[config.mk]
export PLATFORM = sky130hd
export DESIGN_NAME = ila_trigger_ctrl
export DESIGN_NICKNAME = d
export VERILOG_FILES = /design/src/rtl/ila_trigger_ctrl.sv
export SDC_FILE = /design/constraint.sdc
export NUM_CORES = 1
export LEC_CHECK = 0
export CORE_ASPECT_RATIO = 1.4
export CORE_MARGIN = 2
export CORE_UTILIZATION = 40
export DETAILED_ROUTE_END_ITERATION = 16
export PLACE_DENSITY = 0.85
export SLEW_MARGIN = 10
export SYNTH_ARGS = -nofsm -noshare
export SYNTH_HDL_FRONTEND = slang
export SYNTH_SLANG_ARGS = --single-unit
[constraint.sdc]
create_clock -name clk -period 2 [get_ports clk]
set_clock_uncertainty 0.15 [all_clocks]
set_input_delay 0.3 -clock clk [delete_from_list [all_inputs] [get_ports clk]]
set_output_delay 0.3 -clock clk [all_outputs]
set_load 0.01 [all_outputs]
[src/rtl/ila_trigger_ctrl.sv]
// ila_trigger_ctrl
// ----------------
// Capture controller for an integrated logic analyser. It combines the
// per-channel trigger-logic outputs into one trigger (OR or AND reduction),
// generates write enable and address for a circular sample buffer and
// tracks where the trigger sample landed.
//
// Optional feature macro: IOB_ILA_POST_TRIGGER_EN
//   defined   : after the trigger, post_count further samples are written
//               (POST state, down-counter of CNT_W bits).
//   undefined : the trigger sample is the last sample written; post_count
//               is ignored and no counter exists.
//
// Ports
//   clk, rst      clock, synchronous active-high reset
//   arm           start or restart a capture (IDLE/DONE only)
//   disarm        abort to IDLE from any state (beats arm and trigger)
//   trigger_vec   per-channel trigger-logic outputs (NTRIG bits)
//   reduce_type   IOB_ILA_REDUCE_OR (1'b1) selects OR, otherwise AND
//   sample_en     sample qualifier; a buffer write happens only when high
//   post_count    samples to write after the trigger sample
//   capture_we    buffer write enable (combinational)
//   capture_addr  buffer write address
//   trig_addr     buffer address of the trigger sample
//   triggered     trigger seen since last arm
//   wrapped       write address wrapped since last arm
//   done          capture complete
//   state         FSM state code: 0 IDLE, 1 ARMED, 2 POST, 3 DONE
module ila_trigger_ctrl #(
    parameter int NTRIG  = 4,
    parameter int BUF_AW = 10,
    parameter int CNT_W  = 16
) (
    input  logic              clk,
    input  logic              rst,
    input  logic              arm,
    input  logic              disarm,
    input  logic [NTRIG-1:0]  trigger_vec,
    input  logic              reduce_type,
    input  logic              sample_en,
    input  logic [CNT_W-1:0]  post_count,
    output logic              capture_we,
    output logic [BUF_AW-1:0] capture_addr,
    output logic [BUF_AW-1:0] trig_addr,
    output logic              triggered,
    output logic              wrapped,
    output logic              done,
    output logic [1:0]        state
);

    localparam logic IOB_ILA_REDUCE_OR = 1'b1;

    typedef enum logic [1:0] {
        ST_IDLE  = 2'd0,
        ST_ARMED = 2'd1,
        ST_POST  = 2'd2,
        ST_DONE  = 2'd3
    } state_t;

    state_t            state_q, state_d;
    logic [BUF_AW-1:0] addr_q, addr_d;
    logic [BUF_AW-1:0] taddr_q, taddr_d;
    logic              triggered_q, triggered_d;
    logic              wrapped_q, wrapped_d;
    logic              trig_s;
    logic              we_s;
    logic              clear_s;

`ifdef IOB_ILA_POST_TRIGGER_EN
    logic [CNT_W-1:0]  cnt_q, cnt_d;
`else
    logic [CNT_W-1:0]  unused_post_count_s;
    assign unused_post_count_s = post_count;
`endif

    // Reduce the channel trigger vector to a single trigger
    always_comb begin
        trig_s = 1'b0;
        if (reduce_type == IOB_ILA_REDUCE_OR) begin
            trig_s = |trigger_vec;
        end else begin
            trig_s = &trigger_vec;
        end
    end

    // Buffer write enable: qualified sample while capturing
    always_comb begin
        we_s = 1'b0;
        case (state_q)
            ST_ARMED: we_s = sample_en;
            ST_POST:  we_s = sample_en;
            default:  we_s = 1'b0;
        endcase
    end

    // FSM next state, trigger bookkeeping and post-trigger counter
    always_comb begin
        state_d     = state_q;
        taddr_d     = taddr_q;
        triggered_d = triggered_q;
        clear_s     = 1'b0;
`ifdef IOB_ILA_POST_TRIGGER_EN
        cnt_d       = cnt_q;
`endif
        if (disarm) begin
            state_d = ST_IDLE;
        end else begin
            case (state_q)
                ST_IDLE, ST_DONE: begin
                    if (arm) begin
                        state_d     = ST_ARMED;
                        triggered_d = 1'b0;
                        clear_s     = 1'b1;
                    end else begin
                        state_d = state_q;
                    end
                end
                ST_ARMED: begin
                    if (trig_s) begin
                        // The trigger sample goes to the current address
                        taddr_d     = addr_q;
                        triggered_d = 1'b1;
`ifdef IOB_ILA_POST_TRIGGER_EN
                        cnt_d = post_count;
                        if (post_count == {CNT_W{1'b0}}) begin
                            state_d = ST_DONE;
                        end else begin
                            state_d = ST_POST;
                        end
`else
                        state_d = ST_DONE;
`endif
                    end else begin
                        state_d = ST_ARMED;
                    end
                end
                ST_POST: begin
`ifdef IOB_ILA_POST_TRIGGER_EN
                    // Only real writes consume the post-trigger budget
                    if (we_s) begin
                        cnt_d = cnt_q - CNT_W'(1);
                        if (cnt_q == CNT_W'(1)) begin
                            state_d = ST_DONE;
                        end else begin
                            state_d = ST_POST;
                        end
                    end else begin
                        state_d = ST_POST;
                    end
`else
                    state_d = ST_DONE;
`endif
                end
                default: state_d = ST_IDLE;
            endcase
        end
    end

    // Write address and wrap flag
    always_comb begin
        addr_d    = addr_q;
        wrapped_d = wrapped_q;
        if (clear_s) begin
            addr_d    = {BUF_AW{1'b0}};
            wrapped_d = 1'b0;
        end else if (we_s) begin
            addr_d = addr_q + BUF_AW'(1);
            if (addr_q == {BUF_AW{1'b1}}) begin
                wrapped_d = 1'b1;
            end else begin
                wrapped_d = wrapped_q;
            end
        end else begin
            addr_d    = addr_q;
            wrapped_d = wrapped_q;
        end
    end

    // State and datapath registers
    always_ff @(posedge clk) begin
        if (rst) begin
            state_q     <= ST_IDLE;
            addr_q      <= {BUF_AW{1'b0}};
            taddr_q     <= {BUF_AW{1'b0}};
            triggered_q <= 1'b0;
            wrapped_q   <= 1'b0;
`ifdef IOB_ILA_POST_TRIGGER_EN
            cnt_q       <= {CNT_W{1'b0}};
`endif
        end else begin
            state_q     <= state_d;
            addr_q      <= addr_d;
            taddr_q     <= taddr_d;
            triggered_q <= triggered_d;
            wrapped_q   <= wrapped_d;
`ifdef IOB_ILA_POST_TRIGGER_EN
            cnt_q       <= cnt_d;
`endif
        end
    end

    assign capture_we   = we_s;
    assign capture_addr = addr_q;
    assign trig_addr    = taddr_q;
    assign triggered    = triggered_q;
    assign wrapped      = wrapped_q;
    assign done         = (state_q == ST_DONE);
    assign state        = state_q;

endmodule

### After elaboration in Yosys (flattened, before gate mapping)

Cells that the tools add are included.

* bits in registers: 24
* input port bits: 26
* word-level logic and storage cells: 35

* reductions and logical operators: 11
* bitwise logic cells: 1
* eq/ne operators: 6
* $add $sub $neg: 1
* mux-type cells: 11

Operators by type and width (number)
* adder 10 x 1 -> 10 bit, second input constant: 1
* == test 10 bit, second input constant: 1
* AND reduction 4 bit: 2
* OR reduction 2 bit: 4
* 2-to-1 mux 1 bit: 7
* case mux 2 bit (3 select lines): 1
* == test 2 bit, second input constant: 2
* 2-to-1 mux 2 bit: 2
* inequality test 2 bit, second input constant: 2
* OR reduction 4 bit: 1
* AND reduction 3 bit: 1
* == test 2 x 1 -> 1 bit, second input constant: 1
* logical NOT 2 bit: 1
* case mux 1 bit (2 select lines): 1
* AND reduction 2 bit: 1
* nonzero test 2 bit: 1
* inverter 1 bit: 1

### Longest topological paths before layout

Gate-level depths: netlist of run 1.

* depth after elaboration: 5
* depth in mapped cells: 6

### Worst setup path before layout of run 1

Ideal clock, no wire load.

* kind: register -> register
* start point: reg state_q[0], in the netlist state[0]
* end point: reg addr_q[5], in the netlist capture_addr[5]
* buffers on the path: 1
* data arrival time: 1727 ps
* setup slack: 52 ps
* data required time: 1778 ps
* stages on the path, launching flop included: 7
* path through: dfxtp_1 inv_1 ha_1 nand2b_1 buf_6 or4_1 a21oi_1

* word-level cells in the longest chain between the ends: 5
* elaborated cells on any way between the ends: 10

RTL lines
* start: declaration: line 60 `state_t state_q, state_d;`
* start signal: assignment: line 191 `state_q <= state_d;`
* == test 2 bit / logical NOT 2 bit (equally long branches): line 108 `case (state_q)`
* OR reduction 2 bit: line 108
* 2-to-1 mux 1 bit: line 108
* 2-to-1 mux 1 bit: line 105 `if (disarm) begin`
* OR reduction 2 bit (no source line)
* end signal: assignment: line 183 `addr_q <= {BUF_AW{1'b0}};`
* end signal: assignment: line 192 `addr_q <= addr_d;`
* end: declaration: line 61 `logic [BUF_AW-1:0] addr_q, addr_d;`

Parallel ways exist; a longest one is shown, timed or not.
A chain may end at the register's enable or synchronous reset.

### Worst setup path in the final report of run 1

* start point: reg state_q[0], in the netlist state[0]
* end point: out done

* word-level cells in the longest chain between the ends: 1

RTL lines
* == test 2 bit: line 207 `assign done = (state_q == ST_DONE);`
* end: declaration: line 47 `output logic done,`

No other way between the ends.

==> results of run 1 <==
[placed cells by master (no fill, tap or decap), drive strengths merged, types with 2 or more instances in the layout]
master,count
xor2,2
a21oi,9
nand2,23
nand3b,2
clkbuf,3
or3,3
o21ai,4
dfxtp,24
nand3,4
nand4,2
ha,4
nor2,6
inv,9
buf,7
or4,4
mux2i,12
nand2b,2
o31ai,3
clkdlybuf4s50,34
[cells by family (layout without fill, tap and decap cells)]
family | count (synthesis) | after routing | share of synthesized area, %
fa+ha+maj | 4 | 4 | 4.55
buf+inv | 13 | 55 | 5.23
simple gates | 48 | 48 | 21.8
compound gates | 21 | 21 | 12.3
flops | 24 | 24 | 43.6
xor+xnor | 2 | 2 | 1.59
mux | 12 | 12 | 10.9
[sequential cells by signal, indices dropped and copies added, names as in the netlist]
| register | count |
|---|---|
| triggered | 1 |
| capture_addr | 10 |
| state | 2 |
| trig_addr | 10 |
| wrapped | 1 |
[what timing repair did]
item / in CTS / in global routing
buffers inserted: 0 / 0
endpoints found under the hold margin: 0 / 0
resized for setup: 1 / 5
endpoints found under the setup margin: 1 / 3
[where the power goes]
part | switching [mW] | internal [mW] | total [mW] | leakage, nW
sequential | 0.00435 | 0.482 | 0.487 | 0.194
combinational | 0.0454 | 0.0481 | 0.0935 | 0.348
clock | 0.147 | 0.203 | 0.350 | 0.0279
[worst register-to-register path: stages, from the launching register on]
cell      delay (ns)
dfxtp_2         0.36
inv_1           0.07
ha_4            0.25
nand2b_1        0.16
buf_4           0.17
or4_1           0.52
a21oi_2         0.15
[final cells by class]
type	count	area (sq um)	share of cell area, %
Tap cell	36	45.0	2.82
Timing Repair Buffer	42	403	25.2
Sequential cell	24	483	30.3
Clock inverter	1	30.0	1.88
Inverter	9	33.8	2.12
Multi-Input combinational cell	87	579	36.3
Clock buffer	3	22.5	1.41
[layer usage]
| layer | track usage, % | vias up | wire, um | share of wire (%) |
|---|---|---|---|---|
| met5 | 0 | - | 0 | 0 |
| met4 | 7.86 | 0 | 74 | 2.7 |
| met3 | 2.26 | 8 | 93 | 3.4 |
| met2 | 36.6 | 31 | 1530 | 56 |
| met1 | 16.3 | 510 | 1020 | 38 |
| li1 | - | 521 | - | - |
[metrics by stage]
stage	cell area, sq um	util, %
2_1_floorplan	1100	-
5_1_grt	1600	61.1
3_5_place_dp	1530	58.3
3_3_place_gp	1530	58.3
4_1_cts	1580	60.3
6_report	1600	61.1
[how the worst max path moves through the flow]
| stage | startpoint | to |
|---|---|---|
| floorplan | state[0] | capture_addr[5] |
| global placement | trigger_vec[1] | trig_addr[3] |
| detailed placement | trigger_vec[1] | trig_addr[4] |
| CTS | state[0] | capture_we |
| global route | state[0] | done |
| finish | state[0] | done |
==> impl_metrics.ini, run 1 <==
[routing]
viasPerCell = 5.30
drt_iter0_drc = 13
first_pass_iters = 4
wl_um = 2720
ant_nets = 0
via_count = 1070
avgRoutedWirePerCell_um = 13.4
drc = 0

[die]
core_area_sq_um = 2620
die_w_um = 48.3
die_area_sq_um = 3190
die_h_um = 66.1
ios = 52
row_count = 22
start_util_pct = 42.1

[clock_tree]
cts_hold_buf = 0
cts_max_path_buffers = 2
clockRootBuffer = clkbuf_4
cts_made_buffers = 3
clk_latency_ns = 0.32
h-tree-depth = 1
cts_tree = done
clk_pin_slew_ns = 0.14
clock_sinks = 24

[logic_synthesis]
ys_warn_count = 0
synth_enable_flop_cells = 0
syn_inst = 124
synth.area.top_cells = dfxtp_1, mux2i_1, nand2_1
synth_commonest_cells = dfxtp_1, nand2_1, mux2i_1
ys_types = 27
ys_ff_latch = 24
synth.most_common_cell = dfxtp_1
yosysSeqAreaShare_pct = 43.6
yosys.area.top_type_share_pct = 43.6
syn_nets = 154
ys.flop_type = dfxtp_1
synthArstFlopShare_pct = 0
syn_area_per_cell_sq_um = 8.88
synth_area_sq_um = 1100
yosysTopAreaCell = dfxtp_1

[timing]
finalSetupViolCount = 0
rsz0062_at_grt = false
maxSlewViolCount = 0
fin_ws_ns = 0.0723
max_freq_mhz = 519
relSlewSlack_pct = 73.4
post-route-period-util_pct = 96.4
max_slew.worst_pin.slew_ns = 0.395
hold_slack_ns = 0.309
fin_setup_tns_ns = 0
fin_crit_ns = 1.93
final_hold_viol_count = 0

[global_routing]
grt_max_degree = 21
antenna_found_initial = 0
grt_use_total_pct = 17.4
grt_overflow = 0
grt_pass1_vias = 1086
grt_pass1_wl_um = 4400

[min_path]
hold_depth = 2
hp-class = reg2reg
holdPathEnd = wrapped
min_from = wrapped

[pwr]
power.leakage_nw = 0.570
total_power_mw = 0.930
p_per_area_nw_per_um2 = 582
vdd_drop_max_mv = 0.320

[layout]
drive_above_1_share_pct = 11.4
area_growth_pct = 45.0
fin_cells = 202
nNetsFinal = 197
n_fill_cell = 239
num_antenna_cells = 0

[critical_path]
crit_chain = buf_4 > ha_1 > clkdlybuf4s50_1
r2r-start = state[0]
crit_buf_inv = 2
crit_family = buffers and inverters
r2r-end = capture_addr[5]
required_ns = 1.55
arrival_ns = 1.48
reg2reg_slack_ns = 0.11
cpPeakStageDelay_ns = 0.53
start_kind = register
path_max_fanout = 4
slowest_stage = clkdlybuf4s50_1
r2r_cells = 6
worst-path-stages = 3
cp-end-kind = primary output
critical_path_class = reg2out

[status]
status = completed

[place]
port_buffers = 35
post-place-ws_ns = -0.0304
hpwlAfterDp_um = 2080
gp_congestion = 0.714
placed_cells = 198

[flow_run]
maxCapViolations = 0
(Power assumes the default switching activity.)
==> inputs of run 2 (changes only) <==
--- a/config.mk
+++ b/config.mk
@@ -6,10 +6,10 @@
 export NUM_CORES = 1
 export LEC_CHECK = 0
 export CORE_ASPECT_RATIO = 1.4
-export CORE_MARGIN = 2
-export CORE_UTILIZATION = 40
+export CORE_UTILIZATION = 51
 export DETAILED_ROUTE_END_ITERATION = 16
-export PLACE_DENSITY = 0.85
+export DONT_BUFFER_PORTS = 1
+export PLACE_DENSITY = 0.72
 export SLEW_MARGIN = 10
 export SYNTH_ARGS = -nofsm -noshare
 export SYNTH_HDL_FRONTEND = slang
==> run 2 against run 1 <==
Sequential share of layout area grew 8.3 points. Highest routed layer unchanged. Die area fell by 26%. Core utilization grew 1.4 points. Register-to-register slack gained 0.05 ns. Cell count down 23%. Flip-flop and latch count unchanged. Setup slack improved by 0.046 ns. Sequential power about the same. Critical path depth is 2 higher. Largest power group unchanged. Via count decreased by 14%.
==> impl_metrics.ini, run 2 (synthesized netlist as in run 1, its figures left out) <==
[status]
status = completed

[die]
ios = 52
core_area_sq_um = 2000
die_w_um = 41.3
die_area_sq_um = 2350
row_count = 19
start_util_pct = 55.1
die_h_um = 57.0

[global_routing]
grt_max_degree = 25
grt_overflow = 0
grt_use_total_pct = 22.0
antenna_found_initial = 0
grt_pass1_wl_um = 3640
grt_pass1_vias = 942

[routing]
m1WireLength_um = 859
wl_met3_um = 152
first_pass_iters = 4
wl_met2_um = 1240
wl_um = 2300
drc = 0
ant_nets = 0
via_count = 925
viasPerCell = 5.93
routed.top_layer = met4
avgRoutedWirePerCell_um = 14.7
drt_iter0_drc = 14

[clock_tree]
clock_sinks = 24
cts_made_buffers = 3
post-cts-setup-buffers = 0
cts_max_path_buffers = 2
h-tree-depth = 1
clk_latency_ns = 0.31
clockRootBuffer = clkbuf_4
clk_pin_slew_ns = 0.13
cts_tree = done

[pwr]
vdd_drop_max_mv = 0.391
total_power_mw = 0.808
power.leakage_nw = 0.469
p_per_area_nw_per_um2 = 648

[timing]
relSlewSlack_pct = 74.2
post-route-period-util_pct = 94.1
max_slew.worst_pin.slew_ns = 0.382
maxSlewViolCount = 0
fin_ws_ns = 0.118
rsz0062_at_grt = false
final_hold_viol_count = 0
fin_crit_ns = 1.88
max_freq_mhz = 531
fin_setup_tns_ns = 0
finalSetupViolCount = 0

[flow_run]
maxCapViolations = 0

[layout]
final_cell_mix = dfxtp_1, nand2_1, mux2i_1
nNetsFinal = 166
regArea_sq_um = 480
n_fill_cell = 182
final_core_util_pct = 62.5
multi_input_area_sq_um = 583
area_growth_pct = 13.3
num_antenna_cells = 0
final_common_cell = dfxtp_1
fin_cells = 156
drive_above_1_share_pct = 14.1

[place]
port_buffers = 0
placed_cells = 150
post-place-ws_ns = 0.0688
hpwlAfterDp_um = 1690
gp_congestion = 0.731

[critical_path]
arrival_ns = 1.43
required_ns = 1.55
r2r_cells = 5
cp-end-kind = primary output
start_kind = register
critical_path_class = reg2out
path_max_fanout = 8

[min_path]
hp-class = in2reg
hold_depth = 2
-- run 2: cell types whose count changed in the layout (fill, tap and decap cells not counted), sizes merged --
cell / change
buf: +2
bufinv: -1
clkbuf: +1
clkdlybuf4s15: -1
clkdlybuf4s50: -34
dlygate4sd3: +2
-- run 2: layout make-up --
class,instances,share of cell area (%)
multi-input combinational,87,46.7
sequential,24,38.5
tap,21,2.11
inverter,9,2.71
clock buffer,4,2.91
timing repair buffer,11,7.02
-- run 2: final timing paths --
| check | start | slack [ns] | end |
|---|---|---|---|
| min reg2reg | wrapped | 0.35 | wrapped |
| max | state[0] | 0.12 | capture_we |
| min | rst | 0.02 | state[1] |
| max reg2reg | state[0] | 0.16 | state[0] |
-- run 2: worst max-delay path: stages, from the launching register on --
cell and delay [ns]:
dfxtp_1 0.36, inv_1 0.08, ha_4 0.26, nand2b_4 0.17
buf_4 0.15, inv_1 0.09
-- run 2: what timing repair did --
| item | in CTS | in global routing |
|---|---|---|
| hold buffers | 2 | 0 |
| resized for setup | 2 | 2 |
| hold endpoints to repair | 1 | 0 |
| setup endpoints to repair | 1 | 6 |
-- run 2: where the power goes --
part / switching, mW / internal, mW / total, mW
logic: 0.0377 / 0.0301 / 0.0678
registers: 0.00280 / 0.482 / 0.484
clock network: 0.144 / 0.111 / 0.256
-- run 2: layer usage --
layer | vias to the layer above | global-route usage (%)
met2 | 30 | 39.3
li1 | 453 | -
met1 | 437 | 22.4
met5 | - | 0
met3 | 5 | 4.67
met4 | 0 | 9.68
-- run 2: stage by stage --
step / instance area [sq um] / hold slack [ns]
after CTS: 1230 / 0.0202
after detailed placement: 1170 / 0.277
final: 1250 / 0.0220
after floorplan: 1100 / 0.268
after global routing: 1250 / 0.00322
after global placement: 1170 / 0.272
